--- config.mk ---
export PLATFORM = sky130hd
export DESIGN_NAME = pattern_detector
export DESIGN_NICKNAME = d
export VERILOG_FILES = /design/src/rtl/pattern_detector.sv
export SDC_FILE = /design/constraint.sdc
export NUM_CORES = 1
export LEC_CHECK = 0
export CAP_MARGIN = 20
export CORE_MARGIN = 2
export CORE_UTILIZATION = 40
export DETAILED_ROUTE_END_ITERATION = 10
export GPL_ROUTABILITY_DRIVEN = 1
export PLACE_DENSITY = 0.73
export SYNTH_ARGS = -nofsm -noshare
export SYNTH_HDL_FRONTEND = slang
export SYNTH_SLANG_ARGS = --single-unit
--- constraint.sdc ---
create_clock -name clk -period 3.9 [get_ports clk]
set_input_delay 0.39 -clock clk [delete_from_list [all_inputs] [get_ports clk]]
set_output_delay 0.39 -clock clk [all_outputs]
set_load 0.005 [all_outputs]
--- src/rtl/pattern_detector.sv ---
// Serial bit-pattern detector: a LEN-bit shift history compared against a live pattern,
// with a Mealy hit, its registered copy, and a saturating hit counter with a sticky flag.
module pattern_detector #(
    parameter int LEN     = 4,
    parameter int CNT_W   = 8,
    parameter int OVERLAP = 1
) (
    input  logic             clk,
    input  logic             reset,
    input  logic             en,
    input  logic             din,
    input  logic [LEN-1:0]   pattern,
    input  logic             clr_cnt,
    output logic             hit,
    output logic             hit_q,
    output logic [CNT_W-1:0] count,
    output logic             sat
);

    localparam int               FILL_W   = $clog2(LEN + 1);
    localparam logic [FILL_W-1:0] FILL_MAX = FILL_W'(LEN);
    localparam logic [FILL_W-1:0] ARM_AT   = FILL_W'(LEN - 1);
    localparam logic [CNT_W-1:0]  CNT_MAX  = '1;
    localparam bit                DROP_ON_MATCH = (OVERLAP == 0);

    // The fill counter is the state; the enum only names its two regions.
    typedef enum logic {
        FILLING = 1'b0,
        ARMED   = 1'b1
    } state_t;

    state_t            state;
    logic [LEN-1:0]    hist;
    logic [LEN-1:0]    window;
    logic [FILL_W-1:0] fill;

    // NOTE: every signal driven here gets a value on every path, so no latch is inferred.
    always_comb begin
        window = {hist[LEN-2:0], din};
        state  = (fill >= ARM_AT) ? ARMED : FILLING;
        hit    = !reset && en && (state == ARMED) && (window == pattern);
    end

    // NOTE: state registers use non-blocking assignments so all flops see pre-edge values.
    always_ff @(posedge clk or posedge reset) begin
        if (reset) begin
            hist <= '0;
            fill <= '0;
        end else if (en) begin
            hist <= window;
            if (hit && DROP_ON_MATCH)
                fill <= '0;
            else if (fill != FILL_MAX)
                fill <= fill + FILL_W'(1);
        end
    end

    always_ff @(posedge clk or posedge reset) begin
        if (reset)
            hit_q <= 1'b0;
        else
            hit_q <= hit;
    end

    // Clear wins over a simultaneous hit; sat rises on the edge count reaches its maximum.
    always_ff @(posedge clk or posedge reset) begin
        if (reset) begin
            count <= '0;
            sat   <= 1'b0;
        end else if (clr_cnt) begin
            count <= '0;
            sat   <= 1'b0;
        end else if (hit && (count != CNT_MAX)) begin
            count <= count + CNT_W'(1);
            if (count == CNT_MAX - CNT_W'(1))
                sat <= 1'b1;
        end
    end

endmodule

==> flow_metrics.py <==
metrics = {
    "status": {
        "status": "finished clean",
    },
    "power_and_ir_drop": {
        "seq_power_share": 0.506,
        "pwr-share-clk": 0.260,
        "internal_power_uw": 292,
        "p_leak_nw": 0.492,
        "sw_frac_of_total": 0.289,
        "p_comb_frac": 0.235,
        "p_total_uw": 411,
        "p_sw_uw": 119,
        "power.density_mw_per_mm2": 358,
        "ir_drop_v": 0.000187,
    },
    "setup_path": {
        "crit_type": "reg -> out",
        "critPathLaunch": "fill[0]",
        "regToRegStartpoint": "fill[0]",
        "required_ns": 3.51,
        "arrival_ns": 2.37,
        "path_max_fanout": 12,
        "r2r.worst_path.cells": 7,
        "end_kind": "output pin",
        "critPathLaunchType": "register",
    },
    "timing": {
        "worst_pin_slew_ns": 0.601,
        "rsz0062_at_grt": "no",
        "fmax_ghz": 0.363,
        "maxSlewHeadroom": 0.599,
        "hold_viol": 0,
        "finalSetupViolCount": 0,
        "fin_setup_tns_ns": 0,
        "holdWs_ns": 0.516,
        "setup_ws_ns": 1.14,
        "fin_crit_sh": 0.707,
        "worst_clock_skew_ns": 0.00327,
        "post-route-min-period_ns": 2.76,
        "slew_viol_final": 0,
    },
    "floorplanning": {
        "die_area_mm2": 0.00265,
        "fp.coreArea_mm2": 0.00217,
        "die_height_um": 51.5,
        "rows": 17,
        "initial_core_util": 0.415,
        "ioPinCount": 20,
        "die_width_um": 51.5,
    },
    "global_routing": {
        "grt_pass1_wl_um": 2900,
        "grt_overflow": 0,
        "grtUsageTotal": 0.151,
        "first_global_vias": 666,
        "grt_antenna_before_repair": 0,
        "grt_max_degree": 17,
    },
    "detailed_routing": {
        "vias_per_cell": 4.97,
        "route.detailed.drc": 0,
        "drt-wirelength-per-cell_um": 12.6,
        "detail-route-antenna-nets": 0,
        "firstDrtPassIters": 4,
        "vias": 676,
        "drt_iter0_markers": 6,
        "drt_wl_total_um": 1720,
    },
    "final_layout": {
        "drive_gt1_frac": 0.120,
        "final_cells": 136,
        "fin_util": 0.529,
        "fin_nets": 123,
        "diodes": 0,
        "fillers": 220,
        "syn_to_final_growth_pct": 27.4,
        "stdcell_area_mm2": 0.00115,
    },
    "logic_synthesis": {
        "synth_top_area_share": 0.444,
        "ys_top_cells_by_area": "dfrtp_1, ha_1, mux2_2",
        "syn_inst": 87,
        "ys_seq_area_frac": 0.444,
        "netlist-cell-type-count": 28,
        "yosys-top-cells-count": "dfrtp_1, nor2_1, inv_1, ha_1, xor2_1",
        "syn_area_um2": 901,
        "syn_avg_cell_area_um2": 10.4,
        "ys_warn_count": 0,
        "synth_flop_cell": "dfrtp_1",
        "synth.most_common_cell": "dfrtp_1",
        "yosys.area.top_type": "dfrtp_1",
        "syn-num-nets": 101,
        "synthArstFlopShare": 1.00,
        "synth_edf_count": 0,
        "ys_ff_latch": 16,
    },
    "clock_network": {
        "clk_pin_slew_ns": 0.09,
        "cts_sinks": 16,
        "cts_tree": "built",
        "cts_setup_buffers": 0,
        "numCtsBuffers": 3,
        "post_cts_resized": 0,
        "clk_latency_ns": 0.28,
        "cts_hold_buf": 0,
        "root_buffer": "clkbuf_4",
        "clock_path_buffers": 2,
        "htreeDepth": 1,
    },
    "worst_hold_path": {
        "hold_path_class": "in -> async",
    },
    "placed_design": {
        "portBuffers": 19,
        "gp_congestion": 0.735,
        "place_area_mm2": 0.00111,
        "detailedPlace.worstSlack_ns": 1.24,
        "placed_cells": 132,
        "dpl.hpwl_um": 1320,
    },
    "run": {
        "drv_cap": 0,
    },
}
path summary, 6_finish.rpt:
| path | to | slack (ns) |
|---|---|---|
| max in group asynchronous | count[5] | 2.99 |
| setup reg to reg | count[5] | 1.64 |
| hold / removal | count[2] | 0.52 |
| setup / recovery | hit | 1.14 |
| hold reg to reg | sat | 0.52 |
| min in group clk | sat | 0.52 |
cell usage in the layout (no fill, tap or decap), types with 3 or more instances in the layout:
cell type | netlist | final
a21oi_1 | 3 | 3
and3_1 | 3 | 3
clkbuf_4 | 0 | 3
clkdlybuf4s50_1 | 0 | 19
dfrtp_1 | 16 | 16
ha_1 | 5 | 5
inv_1 | 7 | 7
mux2_1 | 3 | 3
mux2_2 | 4 | 4
nand2_1 | 4 | 4
nand3_1 | 3 | 3
nor2_1 | 9 | 9
nor2b_1 | 3 | 3
o21ai_0 | 3 | 3
xor2_1 | 5 | 5
critical path: stages, from the launching register on:
cell and delay, ns:
dfrtp_1 0.40, ha_1 0.18, ha_1 0.16, a211oi_2 0.05, nor4_2 0.33, and2_1 0.39
clkdlybuf4s50_1 0.58
state kept, by name (all words and copies together) (netlist names):
register,flops
count,8
fill,3
hist,3
hit_q,1
sat,1
power by group through the flow:
stage	Sequential (mW)	Combinational (mW)	Clock (mW)
after global routing	0.212	0.116	0.118
after CTS	0.208	0.101	0.110
after detailed placement	0.211	0.0991	0
after floorplan	0.207	0.0695	0
after global placement	0.210	0.0915	0
final	0.208	0.0965	0.107
layout make-up:
cell class                      count  area (um2)  area share
Tap cell                           28        35.0      0.0305
Inverter                            7        26.3      0.0229
Sequential cell                    16         400       0.349
Timing Repair Buffer               19         190       0.166
Clock buffer                        4        36.3      0.0316
Multi-Input combinational cell     62         459       0.400
per-layer routing:
layer,global-route usage,vias up,wire (um)
met5,0,-,0
met4,0.0526,0,11
met3,0.0380,2,108
met2,0.263,18,884
met1,0.179,315,714
li1,-,341,-
cell families after synthesis:
group,share of synthesized area
AO/OA/AOI/OAI,0.0889
flip-flops,0.444
AND/OR/NAND/NOR,0.206
multiplexers,0.0875
XOR/XNOR,0.0583
adder cells (fa/ha/maj),0.0694
buffers and inverters,0.0458
No activity file was read; power rests on OpenSTA's default activity.
